### src/rtl/spi_master.sv
// spi_master: single-byte SPI mode-0 master with programmable chip-enable timing.
// Build option SPI_MASTER_LOOPBACK_EN feeds the receive shifter from mosi instead of miso.
module spi_master #(
   parameter int unsigned CLK_DIV  = 4,
   parameter int unsigned CS_SETUP = 2,
   parameter int unsigned CS_HOLD  = 2,
   parameter int unsigned CS_IDLE  = 4
) (
   input  logic       clk,
   input  logic       reset,
   input  logic       start,
   input  logic [7:0] tx_data,
   output logic       busy,
   output logic       done,
   output logic [7:0] rx_data,
   output logic       sclk,
   output logic       mosi,
   input  logic       miso,
   output logic       ce0
);

   typedef enum logic [2:0] {IDLE, SETUP, SHIFT, HOLD, GAP} state_t;

   localparam logic [7:0] SETUP_LAST = 8'(CS_SETUP - 1);
   localparam logic [7:0] DIV_LAST   = 8'(CLK_DIV - 1);
   localparam logic [7:0] HOLD_LAST  = 8'(CS_HOLD - 1);
   localparam logic [7:0] IDLE_LAST  = 8'(CS_IDLE - 1);

   state_t     state_q, state_d;
   logic [7:0] cnt_q, cnt_d;
   logic [2:0] bit_q, bit_d;
   // MSB goes straight to mosi at accept, so only the remaining 7 bits are shifted.
   logic [6:0] tx_q, tx_d;
   logic [7:0] rx_shift_q, rx_shift_d;
   logic [7:0] rx_data_q, rx_data_d;
   logic       sclk_q, sclk_d;
   logic       mosi_q, mosi_d;
   logic       ce0_q, ce0_d;
   logic       busy_q, busy_d;
   logic       done_q, done_d;

   logic [7:0] cnt_term;
   logic       cnt_hit;
   logic       last_bit;
   logic       rx_bit;

`ifdef SPI_MASTER_LOOPBACK_EN
   assign rx_bit = mosi_q;
`else
   assign rx_bit = miso;
`endif

   // NOTE: state updates use non-blocking assignments so every flop samples pre-edge values.
   always_ff @(posedge clk or negedge reset) begin
      if (!reset) begin
         state_q    <= IDLE;
         cnt_q      <= 8'd0;
         bit_q      <= 3'd0;
         tx_q       <= 7'd0;
         rx_shift_q <= 8'd0;
         rx_data_q  <= 8'd0;
         sclk_q     <= 1'b0;
         mosi_q     <= 1'b0;
         ce0_q      <= 1'b1;
         busy_q     <= 1'b0;
         done_q     <= 1'b0;
      end else begin
         state_q    <= state_d;
         cnt_q      <= cnt_d;
         bit_q      <= bit_d;
         tx_q       <= tx_d;
         rx_shift_q <= rx_shift_d;
         rx_data_q  <= rx_data_d;
         sclk_q     <= sclk_d;
         mosi_q     <= mosi_d;
         ce0_q      <= ce0_d;
         busy_q     <= busy_d;
         done_q     <= done_d;
      end
   end

   // The shared divider compares against a terminal count chosen by the current state.
   // NOTE: every combinational output gets a default first, so no path can infer a latch.
   always_comb begin
      cnt_term = 8'd0;
      case (state_q)
         SETUP:   cnt_term = SETUP_LAST;
         SHIFT:   cnt_term = DIV_LAST;
         HOLD:    cnt_term = HOLD_LAST;
         GAP:     cnt_term = IDLE_LAST;
         default: cnt_term = 8'd0;
      endcase
   end

   assign cnt_hit  = (cnt_q == cnt_term);
   assign last_bit = (bit_q == 3'd7);

   always_comb begin
      state_d = state_q;
      case (state_q)
         IDLE:    if (start) state_d = SETUP;
         SETUP:   if (cnt_hit) state_d = SHIFT;
         SHIFT:   if (cnt_hit && sclk_q && last_bit) state_d = HOLD;
         HOLD:    if (cnt_hit) state_d = GAP;
         GAP:     if (cnt_hit) state_d = IDLE;
         default: state_d = IDLE;
      endcase
   end

   always_comb begin
      cnt_d      = cnt_q;
      bit_d      = bit_q;
      tx_d       = tx_q;
      rx_shift_d = rx_shift_q;
      rx_data_d  = rx_data_q;
      sclk_d     = sclk_q;
      mosi_d     = mosi_q;
      ce0_d      = ce0_q;
      busy_d     = busy_q;
      done_d     = 1'b0;
      case (state_q)
         IDLE: begin
            cnt_d = 8'd0;
            bit_d = 3'd0;
            if (start) begin
               tx_d   = tx_data[6:0];
               mosi_d = tx_data[7];
               ce0_d  = 1'b0;
               busy_d = 1'b1;
            end
         end
         SETUP: begin
            cnt_d = cnt_hit ? 8'd0 : cnt_q + 8'd1;
         end
         SHIFT: begin
            cnt_d = cnt_hit ? 8'd0 : cnt_q + 8'd1;
            if (cnt_hit) begin
               if (!sclk_q) begin
                  sclk_d     = 1'b1;
                  rx_shift_d = {rx_shift_q[6:0], rx_bit};
               end else begin
                  sclk_d = 1'b0;
                  // mosi holds the last bit through HOLD; only earlier bits advance.
                  if (!last_bit) begin
                     bit_d  = bit_q + 3'd1;
                     mosi_d = tx_q[6];
                     tx_d   = {tx_q[5:0], 1'b0};
                  end
               end
            end
         end
         HOLD: begin
            cnt_d = cnt_hit ? 8'd0 : cnt_q + 8'd1;
            if (cnt_hit) begin
               ce0_d     = 1'b1;
               rx_data_d = rx_shift_q;
               done_d    = 1'b1;
            end
         end
         GAP: begin
            cnt_d  = cnt_hit ? 8'd0 : cnt_q + 8'd1;
            mosi_d = 1'b0;
            if (cnt_hit) busy_d = 1'b0;
         end
         default: begin
            cnt_d = 8'd0;
         end
      endcase
   end

   assign busy    = busy_q;
   assign done    = done_q;
   assign rx_data = rx_data_q;
   assign sclk    = sclk_q;
   assign mosi    = mosi_q;
   assign ce0     = ce0_q;

endmodule

### config.mk
export PLATFORM = sky130hd
export DESIGN_NAME = spi_master
export DESIGN_NICKNAME = d
export VERILOG_FILES = /design/src/rtl/spi_master.sv
export SDC_FILE = /design/constraint.sdc
export NUM_CORES = 1
export LEC_CHECK = 0
export CAP_MARGIN = 20
export CORE_MARGIN = 3
export CORE_UTILIZATION = 55
export CTS_CLUSTER_DIAMETER = 100
export DETAILED_ROUTE_END_ITERATION = 16
export HOLD_SLACK_MARGIN = 0.08
export PLACE_DENSITY = 0.83
export SYNTH_ARGS = -nofsm -noshare
export SYNTH_HDL_FRONTEND = slang
export SYNTH_SLANG_ARGS = --single-unit
### constraint.sdc
create_clock -name clk -period 2.6 [get_ports clk]
set_input_delay 0.52 -clock clk [delete_from_list [all_inputs] [get_ports clk]]
set_output_delay 0.52 -clock clk [all_outputs]
set_load 0.01 [all_outputs]
-- Yosys cells after proc, flatten, opt, wreduce, memory -nomap -nowiden
Cells that the tools add are included.
- register bits: 42
- bits of input ports: 12
- output and inout bits: 13
- word-level logic and storage cells: 79
- add/sub/neg operators: 2
- equal/unequal tests: 14
- muxes and demuxes: 32
- bitwise gates (word level): 1
- reductions and logical operators: 19
- operator list (operator ; count):
    $mux 7 ; 4
    $mux 3 ; 8
    $mux 8 ; 2
    $ne 2x2->1 const B ; 8
    $pmux 3 s5 ; 1
    $reduce_and 5->1 ; 3
    $pmux 7 s2 ; 1
    $mux 1 ; 11
    $reduce_and 3->1 ; 3
    $add 8x1->8 const B ; 1
    $eq 8x8->1 ; 1
    $eq 3x2->1 const B ; 2
    $eq 3x3->1 const B ; 2
    $pmux 3 s2 ; 1
    $reduce_bool 2->1 ; 3
    $pmux 1 s2 ; 2
    $pmux 2 s2 ; 1
    $reduce_and 2->1 ; 2
    $reduce_and 4->1 ; 1
    $reduce_or 2->1 ; 2
    $reduce_or 4->1 ; 1
    $add 3x1->3 const B ; 1
    $eq 3x1->1 const B ; 1
    $logic_not 3->1 ; 1
    other kinds (4) ; 5

-- Longest topological paths before layout
Gate-level depths: netlist of the first run.
- depth after elaboration: 8
- mapped depth: 7
- depth with buffers taken out: 6

-- Worst setup path before layout of the first run
Ideal clock, no wire load.
- path type: reg-to-reg
- from: register cnt_q[5]
- to: register tx_q[1]
- setup time: 0.125 ns
- arrival: 2.158 ns
- slack: 0.317 ns
- stages on the path, launching flop included: 7
- clock period less this slack: 2.283 ns
- cells stage by stage: dfrtp_1 > or4_4 > or2_4 > a2111oi_4 > a31o_1 > buf_6 > mux2_4
- longest elaborated chain between the ends: 3
- ends and longest elaborated chain (what ; RTL line ; text):
    from (decl) ; 30 ; logic [7:0] cnt_q, cnt_d;
    from (signal assigned) ; 69 ; cnt_q <= cnt_d;
    $eq 8x8->1 ; 95 ; assign cnt_hit = (cnt_q == cnt_term);
    $ne 2x2->1 (no source line) ; -- ;
    $reduce_and 5->1 (no source line) ; -- ;
    to (signal assigned) ; 71 ; tx_q <= tx_d;
    to (decl) ; 33 ; logic [6:0] tx_q, tx_d;
No other way between the ends.
A chain may end at the register's enable or synchronous reset.

-- Worst setup path in the final report of the first run
- from: register cnt_q[5]
- to: register rx_data_q[3] (netlist: rx_data[3])
- longest elaborated chain between the ends: 2
- ends and longest elaborated chain (what ; RTL line ; text):
    $eq 8x8->1 ; 95 ;
    $reduce_and 2->1 (no source line) ; -- ;
    to (signal assigned) ; 73 ; rx_data_q <= rx_data_d;
    to (decl) ; 35 ; logic [7:0] rx_data_q, rx_data_d;
No other way between the ends.

==> results of run 1 <==
Yosys cell counts, drive strengths merged, types with 2 or more instances:
cell / count
inv: 6
o21ai: 3
xnor2: 2
a21o: 2
nand2b: 2
ha: 3
nor4b: 2
nand3: 6
mux2: 29
a22o: 2
a21oi: 4
and3: 3
or2: 2
buf: 4
nand2: 9
xor2: 6
a31o: 2
clkbuf: 2
nor2: 14
nor3: 4
a211oi: 2
dfrtp: 41
per-layer routing:
metal / global-route usage / up-vias
met1: 0.249 / 689
met2: 0.345 / 38
met5: 0 / -
met3: 0.0455 / 6
li1: - / 651
met4: 0.0838 / 0
where the power goes:
part / switching (mW) / internal (mW) / total [mW]
Clock: 0.219 / 0.286 / 0.506
Sequential: 0.00358 / 0.658 / 0.661
Combinational: 0.0164 / 0.0175 / 0.0340
Total: 0.239 / 0.961 / 1.20
per-stage QoR:
| step | power (mW) | setup slack (ns) | cell area, um^2 | std cells |
|---|---|---|---|---|
| after global routing | 1.24 | 0.0130 | 2470 | 246 |
| after global placement | 0.707 | 0.235 | 2360 | 238 |
| after CTS | 1.21 | 0.145 | 2470 | 246 |
| final | 1.20 | 0.126 | 2470 | 246 |
| after floorplan | 0.678 | 0.317 | 2030 | 164 |
| after detailed placement | 0.709 | 0.172 | 2360 | 238 |
path summary, 6_finish.rpt:
kind | from | to | slack [ns] | cells past startpoint
worst max-delay path | cnt_q[5] | rx_data[3] | 0.13 | 5
worst min-delay path | reset | bit_q[0] | 0.35 | 1
worst max register to register | cnt_q[5] | rx_data[3] | 0.13 | 5
worst min register to register | rx_data[1] | rx_data[1] | 0.51 | 1
max in group asynchronous | reset | rx_shift_q[3] | 1.69 | 1
min in group clk | rx_data[1] | rx_data[1] | 0.51 | 1
state kept, by name, indices dropped and copies added, names as in the netlist:
register,count
cnt_q,8
rx_data,8
rx_shift_q,8
tx_q,7
bit_q,3
state_q,3
busy,1
ce0,1
done,1
mosi,1
sclk,1
worst register-to-register path, stage by stage (launching register included):
cell	delay, ns
sky130_fd_sc_hd__dfrtp_1	0.42
sky130_fd_sc_hd__or4_4	0.57
sky130_fd_sc_hd__nor4b_1	0.57
sky130_fd_sc_hd__and4_1	0.28
sky130_fd_sc_hd__buf_4	0.18
sky130_fd_sc_hd__mux2_2	0.35
area by class of cell:
cell class / instances / area, um^2
sequential: 42 / 1050
tap: 46 / 57.6
fill: 220 / 972
inverter: 6 / 22.5
multi-input combinational: 110 / 917
timing repair buffer: 34 / 310
clock inverter: 2 / 37.5
clock buffer: 6 / 72.6
cell families after synthesis:
group           count (synthesis)  share of synthesized area
buf+inv                        12                     0.0284
simple gates                   46                      0.122
flops                          42                      0.519
fa+ha+maj                       3                     0.0185
compound gates                 23                     0.0938
mux                            29                      0.172
xor+xnor                        9                     0.0457
layout by cell type (no fill, tap or decap), types with 2 or more instances in the layout:
cell type	count
sky130_fd_sc_hd__xnor2_1	2
sky130_fd_sc_hd__a21oi_1	4
sky130_fd_sc_hd__nor3_1	4
sky130_fd_sc_hd__inv_1	6
sky130_fd_sc_hd__ha_1	3
sky130_fd_sc_hd__nand3_1	6
sky130_fd_sc_hd__nor2_1	14
sky130_fd_sc_hd__nand2b_1	2
sky130_fd_sc_hd__mux2_2	23
sky130_fd_sc_hd__a21o_1	2
sky130_fd_sc_hd__clkdlybuf4s50_1	23
sky130_fd_sc_hd__a22o_1	2
sky130_fd_sc_hd__xor2_1	6
sky130_fd_sc_hd__clkbuf_8	5
sky130_fd_sc_hd__mux2_4	6
sky130_fd_sc_hd__and3_1	3
sky130_fd_sc_hd__o21ai_0	3
sky130_fd_sc_hd__buf_4	10
sky130_fd_sc_hd__nand2_1	9
sky130_fd_sc_hd__dfrtp_1	41
==> results.sh, run 1 <==
export IMPL_synth_top_area_share=0.506
export IMPL_syn2layout_area_growth_pct=21.9
export IMPL_fp_row_count=21
export IMPL_grt_first_pass_wirelength_um=6660
export IMPL_synthesized_flop_and_latch_total=42
export IMPL_dr_wl_met2_um=2030
export IMPL_dieArea_um2=4450
export IMPL_fraction_of_final_layout_cells_sized_beyond_drive_strength_1=0.275
export IMPL_met3_wirelength_um=214
export IMPL_nets=214
export IMPL_detail_route_drc_violations=0
export IMPL_avgRoutedWirePerCell_um=16.3
export IMPL_dieHeight_um=66.7
export IMPL_detailedRoute_firstPassIterationCount=4
export IMPL_grt_setup_unrepaired="no"
export IMPL_holdWs_ns=0.347
export IMPL_worstSetupEndpointType="flop"
export IMPL_cpLargestDelayFamily="simple AND/OR/NAND/NOR gates"
export IMPL_count_of_yosys_warnings_during_synthesis=0
export IMPL_async_reset_ff_frac=1.00
export IMPL_post_route_period_util=0.951
export IMPL_antenna_violating_nets_post_route=0
export IMPL_crit_buf_inv=1
export IMPL_wl_um=4010
export IMPL_syn_area_per_cell_um2=12.4
export IMPL_clock_latency_ns=0.30
export IMPL_gp_routability_congestion=0.934
export IMPL_setup_tns_after_final_layout_ns=0
export IMPL_cts_max_path_buffers=2
export IMPL_cts_reportedPaths_clkPinSlew_ns=0.08
export IMPL_synth_distinct_cells=44
export IMPL_min_path_type="input port to asynchronous set/reset pin"
export IMPL_timing_critical_path_required_ns=2.78
export IMPL_design_portCount=25
export IMPL_status="completed"
export IMPL_critPathKind="flop to flop"
export IMPL_utilization=0.718
export IMPL_timing_fmax_ghz=0.404
export IMPL_worst_slew_margin_rel=0.402
export IMPL_synth_area_leaders="sky130_fd_sc_hd__dfrtp_1 (51%), sky130_fd_sc_hd__mux2_2 (13%), sky130_fd_sc_hd__mux2_4 (4.4%)"
export IMPL_cts_root_buffer="sky130_fd_sc_hd__clkbuf_8"
export IMPL_finalCriticalPeriod_ns=2.47
export IMPL_grt_max_degree=43
export IMPL_ctsHoldBuffers=0
export IMPL_ctsResizeCount=0
export IMPL_placeableCoreArea_um2=3440
export IMPL_power_leakage_nw=1.17
export IMPL_power_ir_vdd_worst_v=0.000421
export IMPL_grtUsageTotal=0.204
export IMPL_pwr_density_cell_nw_per_um2=486
export IMPL_cap_viol_max_count=0
export IMPL_detail_route_vias_per_cell=5.63
export IMPL_timing_critical_path_from_type="flop"
export IMPL_timing_worst_slew_pin_value_ns=0.897
export IMPL_grt_overflow_total=0
export IMPL_tritoncts_clock_tree="built"
export IMPL_final_setup_skew_ns=0.00648
export IMPL_chipWidth_um=66.7
export IMPL_arrival_ns=2.66
export IMPL_synth_edf_count=0
export IMPL_cts_htree_levels=2
export IMPL_m1WireLength_um=1720
export IMPL_critical_path_cell_chain="or4_4, nor4b_1, and4_1, buf_4, mux2_2"
export IMPL_worst_path_largest_cell_delay_ns=0.57
export IMPL_mappedNetlistArea_um2=2030
export IMPL_yosysTopAreaCell="sky130_fd_sc_hd__dfrtp_1"
export IMPL_cts_buffers=5
export IMPL_netlist_instances=164
export IMPL_finalSetupViolations=0
export IMPL_vias=1384
export IMPL_syn_nets=179
export IMPL_slew_viols_final=0
export IMPL_worst_path_max_fanout=9
export IMPL_drt_iter0_drc=145
export IMPL_final_hold_viols=0
export IMPL_antenna_violations_before_repair=0
export IMPL_maxUsedRoutingLayer="met4"
export IMPL_dp_hpwl_um=2960
export IMPL_cts_sinks=42
export IMPL_first_global_vias=1409
export IMPL_n_antenna_cell=0
export IMPL_synth_seq_area_share=0.519
export IMPL_crit_slowest_cell="sky130_fd_sc_hd__or4_4"
export IMPL_postCtsSetupBuffers=0
export IMPL_synth_main_ff_cell="sky130_fd_sc_hd__dfrtp_1"
export IMPL_place_port_buffers=24
export IMPL_initial_utilization=0.589
No activity file was read; power rests on OpenSTA's default activity.
==> run 2: changes to the inputs <==
- CORE_MARGIN: 3 -> 2
==> results.sh, run 2 (same netlist as run 1, synthesis figures left out) <==
export IMPL_postCtsSetupBuffers=0
export IMPL_slew_viols_final=0
export IMPL_grtUsageTotal=0.217
export IMPL_initial_utilization=0.562
export IMPL_timing_critical_path_from_type="flop"
export IMPL_detail_route_vias_per_cell=5.61
export IMPL_placeableCoreArea_um2=3610
export IMPL_min_path_type="input port to asynchronous set/reset pin"
export IMPL_syn2layout_area_growth_pct=20.5
export IMPL_grt_overflow_total=0
export IMPL_cts_buffers=5
export IMPL_layout_common_cells="sky130_fd_sc_hd__dfrtp_1 (41), sky130_fd_sc_hd__mux2_2 (23), sky130_fd_sc_hd__clkdlybuf4s50_1 (23)"
export IMPL_detailedRoute_firstPassIterationCount=4
export IMPL_setup_tns_after_final_layout_ns=0
export IMPL_design_portCount=25
export IMPL_grt_setup_unrepaired="no"
export IMPL_vias=1386
export IMPL_n_antenna_cell=0
export IMPL_arrival_ns=2.64
export IMPL_dieHeight_um=64.7
export IMPL_finalSetupViolations=0
export IMPL_dpl_cell_count=239
export IMPL_power_ir_vdd_worst_v=0.000394
export IMPL_timing_worst_slew_pin_value_ns=0.919
export IMPL_layoutNonFillerInstCount=247
export IMPL_fraction_of_final_layout_cells_sized_beyond_drive_strength_1=0.271
export IMPL_worst_r2r_endpoint="tx_q[2]"
export IMPL_worst_path_largest_cell_delay_ns=0.56
export IMPL_fp_row_count=22
export IMPL_nets=213
export IMPL_grt_max_degree=43
export IMPL_antenna_violating_nets_post_route=0
export IMPL_gp_routability_congestion=0.822
export IMPL_r2r_start="cnt_q[5]"
export IMPL_tritoncts_clock_tree="built"
export IMPL_timing_fmax_ghz=0.406
export IMPL_cts_max_path_buffers=2
export IMPL_clock_latency_ns=0.30
export IMPL_cts_root_buffer="sky130_fd_sc_hd__clkbuf_8"
export IMPL_worst_path_max_fanout=7
export IMPL_avgRoutedWirePerCell_um=16.1
export IMPL_reg2reg_setup_slack_ns=0.14
export IMPL_dieArea_um2=4190
export IMPL_post_route_period_util=0.947
export IMPL_critPathKind="flop to flop"
export IMPL_drt_iter0_drc=121
export IMPL_place_port_buffers=24
export IMPL_final_hold_viols=0
export IMPL_status="completed"
export IMPL_wl_um=3970
export IMPL_antenna_violations_before_repair=0
export IMPL_dp_hpwl_um=2840
export IMPL_pwr_density_cell_nw_per_um2=455
export IMPL_crit_buf_inv=0
export IMPL_timing_critical_path_required_ns=2.78
export IMPL_worstSetupEndpointType="flop"
export IMPL_report_power_total_mw=1.11
export IMPL_grt_first_pass_wirelength_um=6870
export IMPL_first_global_vias=1467
export IMPL_worst_slew_margin_rel=0.387
export IMPL_cpLargestDelayFamily="simple AND/OR/NAND/NOR gates"
export IMPL_utilization=0.677
export IMPL_ctsHoldBuffers=0
export IMPL_cts_sinks=42
export IMPL_power_leakage_nw=1.16
export IMPL_cts_reportedPaths_clkPinSlew_ns=0.08
export IMPL_finalCriticalPeriod_ns=2.46
export IMPL_mostFrequentLayoutCell="sky130_fd_sc_hd__dfrtp_1"
export IMPL_chipWidth_um=64.7
export IMPL_cts_htree_levels=2
export IMPL_reg2reg_depth=5
export IMPL_critical_path_cell_chain="or4_4, or2_4, a2111oi_4, a31o_1, mux2_4"
export IMPL_cap_viol_max_count=0
export IMPL_final_setup_skew_ns=0.00676
export IMPL_ctsResizeCount=0
export IMPL_crit_slowest_cell="sky130_fd_sc_hd__or4_4"
export IMPL_detail_route_drc_violations=0
==> run 2: power breakdown <==
group	switching (mW)	total [mW]	internal [mW]
sequential	0.00338	0.661	0.657
combinational	0.0164	0.0339	0.0175
clock	0.228	0.417	0.189
total	0.248	1.11	0.864
==> run 2: worst max path at each step <==
stage,endpoint,slack [ns],startpoint,cells after the start
after floorplan,tx_q[1],0.32,cnt_q[5],6
after global placement,tx_q[3],0.23,cnt_q[5],5
after detailed placement,tx_q[1],0.13,cnt_q[5],5
after CTS,tx_q[2],0.13,cnt_q[5],5
after global routing,tx_q[6],0.07,cnt_q[5],5
final,tx_q[2],0.14,cnt_q[5],5
==> run 2: area by class of cell <==
| cell class | count | area, um^2 |
|---|---|---|
| clock buffers | 6 | 72.6 |
| well taps | 48 | 60.1 |
| inverters | 6 | 22.5 |
| flip-flops and latches | 42 | 1050 |
| multi-input cells | 110 | 917 |
| clock inverters | 2 | 15.0 |
| fillers | 253 | 1160 |
| repair buffers | 33 | 303 |
==> run 2: through the flow <==
stage / hold slack, ns / cell area [um^2] / setup WS [ns]
finish: 0.350 / 2440 / 0.137
global route: 0.426 / 2440 / 0.0729
CTS: 0.386 / 2440 / 0.126
detailed placement: 0.491 / 2350 / 0.132
global placement: 0.490 / 2350 / 0.233
floorplan: 0.224 / 2030 / 0.317
==> run 2: layer usage <==
layer | wire (um) | share of wire | GRT usage
met1 | 1680 | 0.42 | 0.267
met2 | 2030 | 0.51 | 0.363
met3 | 191 | 0.048 | 0.0660
met4 | 63 | 0.016 | 0.0718
met5 | 0 | 0 | 0
